**config.mk**
```make
export PLATFORM = sky130hd
export DESIGN_NAME = countdown_timer
export DESIGN_NICKNAME = d
export VERILOG_FILES = /design/src/rtl/timer_pkg.sv /design/src/rtl/edge_sync.sv /design/src/rtl/countdown_timer.sv
export SDC_FILE = /design/constraint.sdc
export NUM_CORES = 1
export LEC_CHECK = 0
export BUFFER_PORTS_ARGS = -buffer_cell sky130_fd_sc_hd__buf_2
export CAP_MARGIN = 25
export CORE_ASPECT_RATIO = 1.25
export CORE_UTILIZATION = 60
export DETAILED_ROUTE_END_ITERATION = 10
export PLACE_DENSITY = 0.86
export RECOVER_POWER = 25
export SYNTH_ARGS = -nofsm -noshare
export SYNTH_HDL_FRONTEND = slang
export SYNTH_HIERARCHICAL = 1
export SYNTH_SLANG_ARGS = --single-unit
```
**constraint.sdc**
```tcl
create_clock -name inp_clk -period 8.05 [get_ports inp_clk]
set_clock_uncertainty 0.05 [all_clocks]
set_input_delay 0.805 -clock inp_clk [delete_from_list [all_inputs] [get_ports inp_clk]]
set_output_delay 0.805 -clock inp_clk [all_outputs]
set_load 0.005 [all_outputs]
```
**src/rtl/timer_pkg.sv**
```systemverilog
// Shared types and constants for the countdown timer: FSM state, mm:ss limits
// and the binary-to-BCD helper used for the display outputs.
package timer_pkg;

    typedef enum logic [1:0] {
        ST_IDLE,
        ST_PAUSED,
        ST_RUN,
        ST_ALARM
    } state_t;

    localparam logic [5:0] MAX_MM      = 6'd59;
    localparam logic [5:0] MAX_SS      = 6'd59;
    localparam int         BCD_DIGIT_W = 4;

    // Two-digit BCD {tens, ones} of a 0..59 binary value.
    function automatic logic [2*BCD_DIGIT_W-1:0] to_bcd(input logic [5:0] v);
        return {BCD_DIGIT_W'(v / 6'd10), BCD_DIGIT_W'(v % 6'd10)};
    endfunction

endpackage

```
**src/rtl/edge_sync.sv**
```systemverilog
// Two-flop synchronizer for a divided clock, plus a registered one-cycle pulse
// on each rising edge of the synchronized level.
module edge_sync (
    input  logic clk,
    input  logic rst,
    input  logic din,
    output logic level,
    output logic pulse
);

    logic s1_reg;
    logic s2_reg;
    logic prev_reg;
    logic pulse_reg;

    always_ff @(posedge clk) begin
        if (!rst) begin
            s1_reg    <= 1'b0;
            s2_reg    <= 1'b0;
            prev_reg  <= 1'b0;
            pulse_reg <= 1'b0;
        end else begin
            s1_reg    <= din;
            s2_reg    <= s1_reg;
            prev_reg  <= s2_reg;
            pulse_reg <= s2_reg & ~prev_reg;
        end
    end

    assign level = s2_reg;
    assign pulse = pulse_reg;

endmodule

```
**src/rtl/countdown_timer.sv**
```systemverilog
// mm:ss countdown timer with alarm phase. Define COUNTDOWN_TONE_EN to enable
// the gated 440 Hz buzzer output; otherwise tone_out is tied low.
module countdown_timer
    import timer_pkg::*;
#(
    parameter int ALARM_SECS = 10
) (
    input  logic       inp_clk,
    input  logic       rst,
    input  logic       clk_1hz_in,
    input  logic       clk_440hz_in,
    input  logic       load,
    input  logic [5:0] load_min,
    input  logic [5:0] load_sec,
    input  logic       start_stop,
    output logic [7:0] min_bcd,
    output logic [7:0] sec_bcd,
    output logic       running,
    output logic       alarm,
    output logic       tone_out
);

    localparam logic [5:0] ALARM_INIT = 6'(ALARM_SECS);

    state_t     state_reg;
    logic [5:0] mm_reg;
    logic [5:0] ss_reg;
    logic [5:0] alarm_cnt_reg;
    logic [7:0] min_bcd_reg;
    logic [7:0] sec_bcd_reg;
    logic       running_reg;
    logic       alarm_reg;
    logic       tick;
    logic       sec_level_unused;
    logic [5:0] load_mm;
    logic [5:0] load_ss;

    edge_sync u_sync_1hz (
        .clk  (inp_clk),
        .rst  (rst),
        .din  (clk_1hz_in),
        .level(sec_level_unused),
        .pulse(tick)
    );

`ifdef COUNTDOWN_TONE_EN
    logic tone_level;
    logic tone_edge_unused;

    edge_sync u_sync_440hz (
        .clk  (inp_clk),
        .rst  (rst),
        .din  (clk_440hz_in),
        .level(tone_level),
        .pulse(tone_edge_unused)
    );

    assign tone_out = alarm_reg & tone_level;
`else
    logic tone_in_unused;
    assign tone_in_unused = clk_440hz_in;
    assign tone_out       = 1'b0;
`endif

    assign load_mm = (load_min > MAX_MM) ? MAX_MM : load_min;
    assign load_ss = (load_sec > MAX_SS) ? MAX_SS : load_sec;

    always_ff @(posedge inp_clk) begin
        if (!rst) begin
            state_reg     <= ST_IDLE;
            mm_reg        <= 6'd0;
            ss_reg        <= 6'd0;
            alarm_cnt_reg <= 6'd0;
            running_reg   <= 1'b0;
            alarm_reg     <= 1'b0;
        end else begin
            case (state_reg)
                ST_IDLE, ST_PAUSED: begin
                    // load beats start_stop when both arrive together
                    if (load) begin
                        mm_reg    <= load_mm;
                        ss_reg    <= load_ss;
                        state_reg <= (load_mm != 6'd0 || load_ss != 6'd0) ? ST_PAUSED : ST_IDLE;
                    end else if (start_stop && state_reg == ST_PAUSED) begin
                        state_reg   <= ST_RUN;
                        running_reg <= 1'b1;
                    end
                end
                ST_RUN: begin
                    if (tick) begin
                        if (mm_reg == 6'd0 && ss_reg <= 6'd1) begin
                            mm_reg        <= 6'd0;
                            ss_reg        <= 6'd0;
                            alarm_cnt_reg <= ALARM_INIT;
                            state_reg     <= ST_ALARM;
                            running_reg   <= 1'b0;
                            alarm_reg     <= 1'b1;
                        end else begin
                            if (ss_reg == 6'd0) begin
                                ss_reg <= MAX_SS;
                                mm_reg <= mm_reg - 6'd1;
                            end else begin
                                ss_reg <= ss_reg - 6'd1;
                            end
                            if (start_stop) begin
                                state_reg   <= ST_PAUSED;
                                running_reg <= 1'b0;
                            end
                        end
                    end else if (start_stop) begin
                        state_reg   <= ST_PAUSED;
                        running_reg <= 1'b0;
                    end
                end
                ST_ALARM: begin
                    if (start_stop) begin
                        mm_reg        <= 6'd0;
                        ss_reg        <= 6'd0;
                        alarm_cnt_reg <= 6'd0;
                        state_reg     <= ST_IDLE;
                        alarm_reg     <= 1'b0;
                    end else if (tick) begin
                        if (alarm_cnt_reg <= 6'd1) begin
                            alarm_cnt_reg <= 6'd0;
                            state_reg     <= ST_IDLE;
                            alarm_reg     <= 1'b0;
                        end else begin
                            alarm_cnt_reg <= alarm_cnt_reg - 6'd1;
                        end
                    end
                end
                default: begin
                    state_reg   <= ST_IDLE;
                    running_reg <= 1'b0;
                    alarm_reg   <= 1'b0;
                end
            endcase
        end
    end

    // Display registers trail the count by one cycle.
    always_ff @(posedge inp_clk) begin
        if (!rst) begin
            min_bcd_reg <= 8'h00;
            sec_bcd_reg <= 8'h00;
        end else begin
            min_bcd_reg <= to_bcd(mm_reg);
            sec_bcd_reg <= to_bcd(ss_reg);
        end
    end

    assign min_bcd = min_bcd_reg;
    assign sec_bcd = sec_bcd_reg;
    assign running = running_reg;
    assign alarm   = alarm_reg;

endmodule

```
==> results of run 1 <==
metrics by stage:
stage	total power, mW	cell area, um2	util, %
final	0.514	2730	67.2
after global routing	0.547	2730	67.2
after CTS	0.517	2740	67.4
after detailed placement	0.391	2660	65.5
after global placement	0.387	2660	65.5
after floorplan	0.353	2540	-
critical path: cells and delay by family (launching register included):
family                     cells  cell delay (ps)
DFF                            1              620
buffers and inverters          2              290
and+or+nand+nor                2              140
AOI/OAI and AO/OA              4             1140
adders and majority gates      2              720
final timing paths:
path | to | depth (start not counted)
max | sec_bcd[2] | 10
min | u_sync_1hz/level | 1
max reg2reg | sec_bcd[2] | 10
min reg2reg | u_sync_1hz/level | 1
cell families after synthesis:
family | synth area share [%]
muxes | 0.841
and+or+nand+nor | 25.2
DFF | 31.7
adders and majority gates | 6.43
AOI/OAI and AO/OA | 28.8
other | 0.148
buffers and inverters | 6.92
cell usage in the layout (no fill, tap or decap), drive strengths merged, types with 3 or more instances in the layout:
master,instances
nand2,23
conb,3
nor2b,9
nand2b,8
a31o,4
or4,3
nand4,3
a211oi,4
o31ai,3
dfxtp,40
clkbuf,12
and3,3
o21bai,3
ha,13
a221oi,3
o221ai,3
nor2,23
inv,19
nor3b,5
and2,5
or3,6
a31oi,6
o22ai,5
nor4,6
o21ai,19
buf,26
nand3,6
a21oi,24
nor3,9
metal layers:
metal / part of all wire [%] / vias up / GRT usage, %
met5: 0 / - / 0
met4: 2.8 / 0 / 13.4
met1: 44 / 1148 / 34.3
met3: 5.2 / 15 / 4.52
met2: 48 / 81 / 45.8
li1: - / 1200 / -
area by class of cell:
class / instances / area (um2) / area share (%)
tap: 56 / 70.1 / 2.56
clock buffer: 6 / 72.6 / 2.65
inverter: 19 / 71.3 / 2.61
clock inverter: 1 / 5.00 / 0.183
multi-input combinational: 238 / 1560 / 57.1
timing repair buffer: 32 / 153 / 5.58
sequential: 40 / 801 / 29.3
power breakdown:
group,internal (mW),switching (mW)
logic,0.0655,0.0849
clock network,0.0589,0.0672
registers,0.216,0.0218
total,0.340,0.174
==> flow_metrics.env, run 1 <==
export IMPL_max_cap_violations=0
export IMPL_grt_pass1_vias=2070
export IMPL_cts_buffer_depth=2
export IMPL_port_buffer_count=32
export IMPL_clock_sinks=40
export IMPL_maxSlewViolCount=0
export IMPL_powerDensity_nw_per_um2=188
export IMPL_grt_overflow=0
export IMPL_antenna_found_initial=0
export IMPL_syn_area_um2=2530
export IMPL_synth_top_cell_by_area="dfxtp_1"
export IMPL_timing_critical_path_from="ss_reg[3]"
export IMPL_layout_nets=367
export IMPL_grt_pass1_wl_um=9290
export IMPL_final_cell_count_no_fill=392
export IMPL_period_minus_slack_ps=3020
export IMPL_cts_tree="built"
export IMPL_synthesis_instances=316
export IMPL_synth_top_cells_by_count="dfxtp_1, a21oi_1, nand2_1, nor2_1, inv_1"
export IMPL_tightestPinTransition_ps=1050
export IMPL_ant_nets=0
export IMPL_rrSetupSlack_ps=5030
export IMPL_critPathSlowestCell="o311ai_0"
export IMPL_fin_ws_ps=5030
export IMPL_syn_to_final_growth_pct=8.06
export IMPL_cts_buffers=5
export IMPL_yosys_area_top_type_share_pct=31.7
export IMPL_core_area_um2=4070
export IMPL_num_rows=26
export IMPL_first_iter_violations=220
export IMPL_required_ps=8230
export IMPL_crit_path_end_kind="register"
export IMPL_drive_above_1_share_pct=13.7
export IMPL_path_cells="inv_1 > ha_1 > nor2_1 > nor2_1 > o311ai_0 > inv_1 > ha_1 > o21bai_1 > o22ai_1 > o2bb2ai_1"
export IMPL_grt_start_max_net_pins=25
export IMPL_synth_edf_count=0
export IMPL_slowest_delay_ps=720
export IMPL_post_place_ws_ps=5070
export IMPL_place_inst=385
export IMPL_yosysMostFrequentCell="dfxtp_1"
export IMPL_fin_setup_tns_ps=0
export IMPL_holdWs_ps=403
export IMPL_crit_arrival_ps=3200
export IMPL_drc=0
export IMPL_start_kind="register"
export IMPL_cts_resized=0
export IMPL_dieArea_um2=4480
export IMPL_hp_class="register to register"
export IMPL_yosysUniqueCellTypes=64
export IMPL_postCtsSetupRepairBufs=0
export IMPL_wl_per_cell_um=14.5
export IMPL_io_pins=37
export IMPL_grt_usage_pct=27.6
export IMPL_fin_crit_sh_pct=37.5
export IMPL_htreeDepth=2
export IMPL_wirelength_um=5670
export IMPL_yosysWarnings=6
export IMPL_status="finished clean"
export IMPL_p_leak_nw=1.09
export IMPL_synth_area_top_cells="dfxtp_1, ha_1, a21oi_1"
export IMPL_slew_headroom_pct=29.6
export IMPL_die_height_um=74.6
export IMPL_root_buffer="clkbuf_8"
export IMPL_synth_ff_type="dfxtp_1"
export IMPL_worst_path_max_fanout=16
export IMPL_syn_area_per_cell_um2=8.01
export IMPL_clock_latency_ps=300
export IMPL_hold_viol=0
export IMPL_start_util_pct=62.2
export IMPL_r2r_start="ss_reg[3]"
export IMPL_hold_buffers=0
export IMPL_rsz0062_at_grt="false"
export IMPL_num_vias=2444
export IMPL_fp_dieW_um=60.1
export IMPL_fillers=376
export IMPL_worstSetupPathType="register to register"
export IMPL_place_gp_congestion=0.885
export IMPL_dp_hpwl_um=4070
export IMPL_ys_seq_elements=40
export IMPL_viasPerCell=6.23
export IMPL_drtPass1Iterations=7
export IMPL_yosysSeqAreaShare_pct=31.7
export IMPL_ys_async_sr_fraction_pct=0
export IMPL_hp_start="u_sync_1hz/s1_reg"
export IMPL_setup_violations=0
export IMPL_timing_fmax_mhz=332
export IMPL_irDropWorstVdd_v=0.000113
export IMPL_clk_pin_slew_ps=80
export IMPL_n_antenna_cell=0
(Power assumes the default switching activity.)
==> run 2, diff against run 1 <==
--- a/config.mk
+++ b/config.mk
@@ -5,12 +5,13 @@
 export SDC_FILE = /design/constraint.sdc
 export NUM_CORES = 1
 export LEC_CHECK = 0
+export ABC_AREA = 1
 export BUFFER_PORTS_ARGS = -buffer_cell sky130_fd_sc_hd__buf_2
 export CAP_MARGIN = 25
 export CORE_ASPECT_RATIO = 1.25
-export CORE_UTILIZATION = 60
+export CORE_UTILIZATION = 51
 export DETAILED_ROUTE_END_ITERATION = 10
-export PLACE_DENSITY = 0.86
+export PLACE_DENSITY = 0.79
 export RECOVER_POWER = 25
 export SYNTH_ARGS = -nofsm -noshare
 export SYNTH_HDL_FRONTEND = slang
==> constraint.sdc (replaced) <==
create_clock -name inp_clk -period 2.4 [get_ports inp_clk]
set_clock_uncertainty 0.05 [all_clocks]
set_input_delay 0.24 -clock inp_clk [delete_from_list [all_inputs] [get_ports inp_clk]]
set_output_delay 0.24 -clock inp_clk [all_outputs]
set_load 0.005 [all_outputs]
==> run 2 against run 1 <==
Effect of this change:
- worst hold slack worse by 330 ps
- register-to-register slack worse by 4700 ps
- sequential power grew to 3.2 times the previous value
- non-clock buffer count is 2 higher
- final cell count is 13% higher
- die area is 12% higher
- synthesized cell count is 11% higher
- clock power grew to 4.5 times the previous value
- maximum frequency is 45% higher
- sequential share of layout area is 0.15 points higher
- first-iteration DRC count is 39% lower
- cell area is 0.50% lower
- critical path type unchanged
- critical endpoint is now sec_bcd[3]
==> flow_metrics.env, run 2 <==
export IMPL_min_path_cells=3
export IMPL_power_frac_comb_pct=23.3
export IMPL_ys_async_sr_fraction_pct=0
export IMPL_powerDensity_nw_per_um2=636
export IMPL_port_buffer_count=32
export IMPL_regArea_um2=801
export IMPL_timing_fmax_mhz=482
export IMPL_whs_endpoint="u_sync_1hz/s1_reg"
export IMPL_status="finished clean"
export IMPL_critPathSlowestCell="dfxtp_1"
export IMPL_setup_violations=0
export IMPL_required_ps=2600
export IMPL_r2r_start="ss_reg[3]"
export IMPL_crit_path_end_kind="register"
export IMPL_use_met2_pct=39.8
export IMPL_syn_to_final_growth_pct=12.1
export IMPL_fillers=429
export IMPL_die_height_um=79.1
export IMPL_grt_util_met3_pct=4.02
export IMPL_yosysMostFrequentCell="nand2_1"
export IMPL_num_vias=2268
export IMPL_crit_buf_inv=3
export IMPL_cp_common_cell="nand2_1"
export IMPL_core_area_um2=4490
export IMPL_syn_area_um2=2430
export IMPL_grt_pass1_wl_um=8800
export IMPL_yosysUniqueCellTypes=37
export IMPL_yosysSeqAreaShare_pct=33.0
export IMPL_root_buffer="clkbuf_8"
export IMPL_reg2reg_depth=15
export IMPL_ys_seq_elements=40
export IMPL_synth_top_cells_by_count="nand2_1, inv_1, dfxtp_1"
export IMPL_slew_headroom_pct=36.1
export IMPL_yosys_area_top_type_share_pct=33.0
export IMPL_rsz0062_at_grt="false"
export IMPL_start_util_pct=54.0
export IMPL_power_switching_mw=0.545
export IMPL_cts_buffers=5
export IMPL_irDropWorstVdd_v=0.000342
export IMPL_grt_usage_pct=21.8
export IMPL_fp_dieW_um=63.7
export IMPL_maxSlewViolCount=0
export IMPL_grt_pass1_vias=2117
export IMPL_fin_setup_tns_ps=0
export IMPL_hp_class="input port to register"
export IMPL_first_iter_violations=135
export IMPL_hold_viol=0
export IMPL_finalPower_mw=1.73
export IMPL_drc=0
export IMPL_cts_resized=0
export IMPL_hp_start="clk_1hz_in"
export IMPL_cts_tree="built"
export IMPL_fin_crit_sh_pct=86.5
export IMPL_viasPerCell=5.11
export IMPL_clock_sinks=40
export IMPL_grt_start_max_net_pins=24
export IMPL_layout_nets=416
export IMPL_n_antenna_cell=0
export IMPL_worstSetupPathType="register to register"
export IMPL_htreeDepth=2
export IMPL_synthesis_instances=352
export IMPL_ant_nets=0
export IMPL_synth_top_cell_by_area="dfxtp_1"
export IMPL_switching_share_pct=31.5
export IMPL_slowest_delay_ps=390
export IMPL_yosysWarnings=6
export IMPL_busiest_layer="met2"
export IMPL_period_minus_slack_ps=2080
export IMPL_rrSetupSlack_ps=320
export IMPL_final_common_cell="nand2_1"
export IMPL_max_cap_violations=0
export IMPL_synth_area_top_cells="dfxtp_1, nand2_1, ha_1"
export IMPL_hold_buffers=0
export IMPL_worst_path_max_fanout=6
export IMPL_critPathTopFamily="simple AND/OR/NAND/NOR gates"
export IMPL_intPower_mw=1.18
export IMPL_use_met1_pct=23.8
export IMPL_clk_pin_slew_ps=90
export IMPL_multiInputGateArea_um2=1360
export IMPL_path_cells="inv_2 > ha_1 > nand2_1 > nand2_1 > nor2_4 > nand2_2 > nand2_2 > nand2_1 > and2_1 > ha_1 > o21ai_0 > nand2_1 > inv_1 > nand2_1 > inv_1"
export IMPL_grt_overflow=0
export IMPL_num_rows=27
export IMPL_drive_above_1_share_pct=19.4
export IMPL_clkPwrFrac_pct=33.1
export IMPL_place_gp_congestion=0.851
export IMPL_wirelength_um=4940
export IMPL_synth_ff_type="dfxtp_1"
export IMPL_clock_latency_ps=300
export IMPL_io_pins=37
export IMPL_crit_arrival_ps=2280
export IMPL_r2r_end="sec_bcd[3]"
export IMPL_seqPwrFrac_pct=43.6
export IMPL_tightestPinTransition_ps=959
export IMPL_p_leak_nw=1.38
export IMPL_synth_edf_count=0
export IMPL_final_cell_mix="nand2_1, inv_1, dfxtp_1"
export IMPL_postCtsSetupRepairBufs=0
export IMPL_wl_per_cell_um=11.1
export IMPL_start_kind="register"
export IMPL_dieArea_um2=5040
export IMPL_dp_hpwl_um=3780
export IMPL_antenna_found_initial=0
export IMPL_drtPass1Iterations=4
export IMPL_cts_buffer_depth=2
export IMPL_syn_area_per_cell_um2=6.89
[run 2: how the worst max path moves through the flow]
stage                          from          to  slack [ps]  depth (start not counted)
after floorplan           ss_reg[3]  sec_bcd[3]         530                         15
after global placement    ss_reg[3]  sec_bcd[3]         430                         15
after CTS                 ss_reg[3]  sec_bcd[3]         360                         15
after global routing      ss_reg[3]  sec_bcd[3]          80                         15
after detailed placement  ss_reg[3]  sec_bcd[3]         390                         15
final                     ss_reg[3]  sec_bcd[3]         320                         15
[run 2: power by group through the flow]
stage	sequential, mW	clock (mW)	combinational, mW
6_report	0.754	0.573	0.402
5_1_grt	0.761	0.618	0.468
4_1_cts	0.754	0.588	0.407
3_5_place_dp	0.769	0	0.404
3_3_place_gp	0.768	0	0.392
2_1_floorplan	0.763	0	0.309
[run 2: kinds of logic after synthesis]
kind of cell / after synthesis / share of synthesized area, %
buffers and inverters: 63 / 11.1
other: 1 / 0.155
AND/OR/NAND/NOR: 162 / 31.5
flip-flops: 40 / 33.0
adder cells (fa/ha/maj): 13 / 6.70
XOR/XNOR: 7 / 2.53
AO/OA/AOI/OAI: 66 / 15.0
[run 2: layout make-up]
| cell class | count | area share, % |
|---|---|---|
| repair buffers | 34 | 6.26 |
| multi-input cells | 251 | 50.0 |
| clock buffers | 5 | 2.53 |
| inverters | 53 | 7.41 |
| well taps | 58 | 2.67 |
| flip-flops and latches | 40 | 29.4 |
| clock inverters | 3 | 1.70 |
[run 2: worst min-delay path, delay by kind of cell]
family / cells / cell delay [ps]
buf+inv: 2 / 120
simple gates: 1 / 40
[run 2: layer usage]
metal / wire (um) / part of all wire (%)
met1: 2150 / 44
met2: 2530 / 51
met3: 154 / 3.1
met4: 105 / 2.1
met5: 0 / 0
[run 2: through the flow]
stage / hold slack (ps) / instances / setup slack, ps / cell area [um2] / utilization [%]
final: 74.2 / 444 / 324 / 2720 / 60.5
after floorplan: 283 / 354 / 534 / 2430 / -
after global placement: 338 / 436 / 434 / 2610 / 58.1
after global routing: 100 / 444 / 82.9 / 2720 / 60.5
after detailed placement: 336 / 436 / 387 / 2610 / 58.1
after CTS: 72.3 / 444 / 358 / 2730 / 60.7
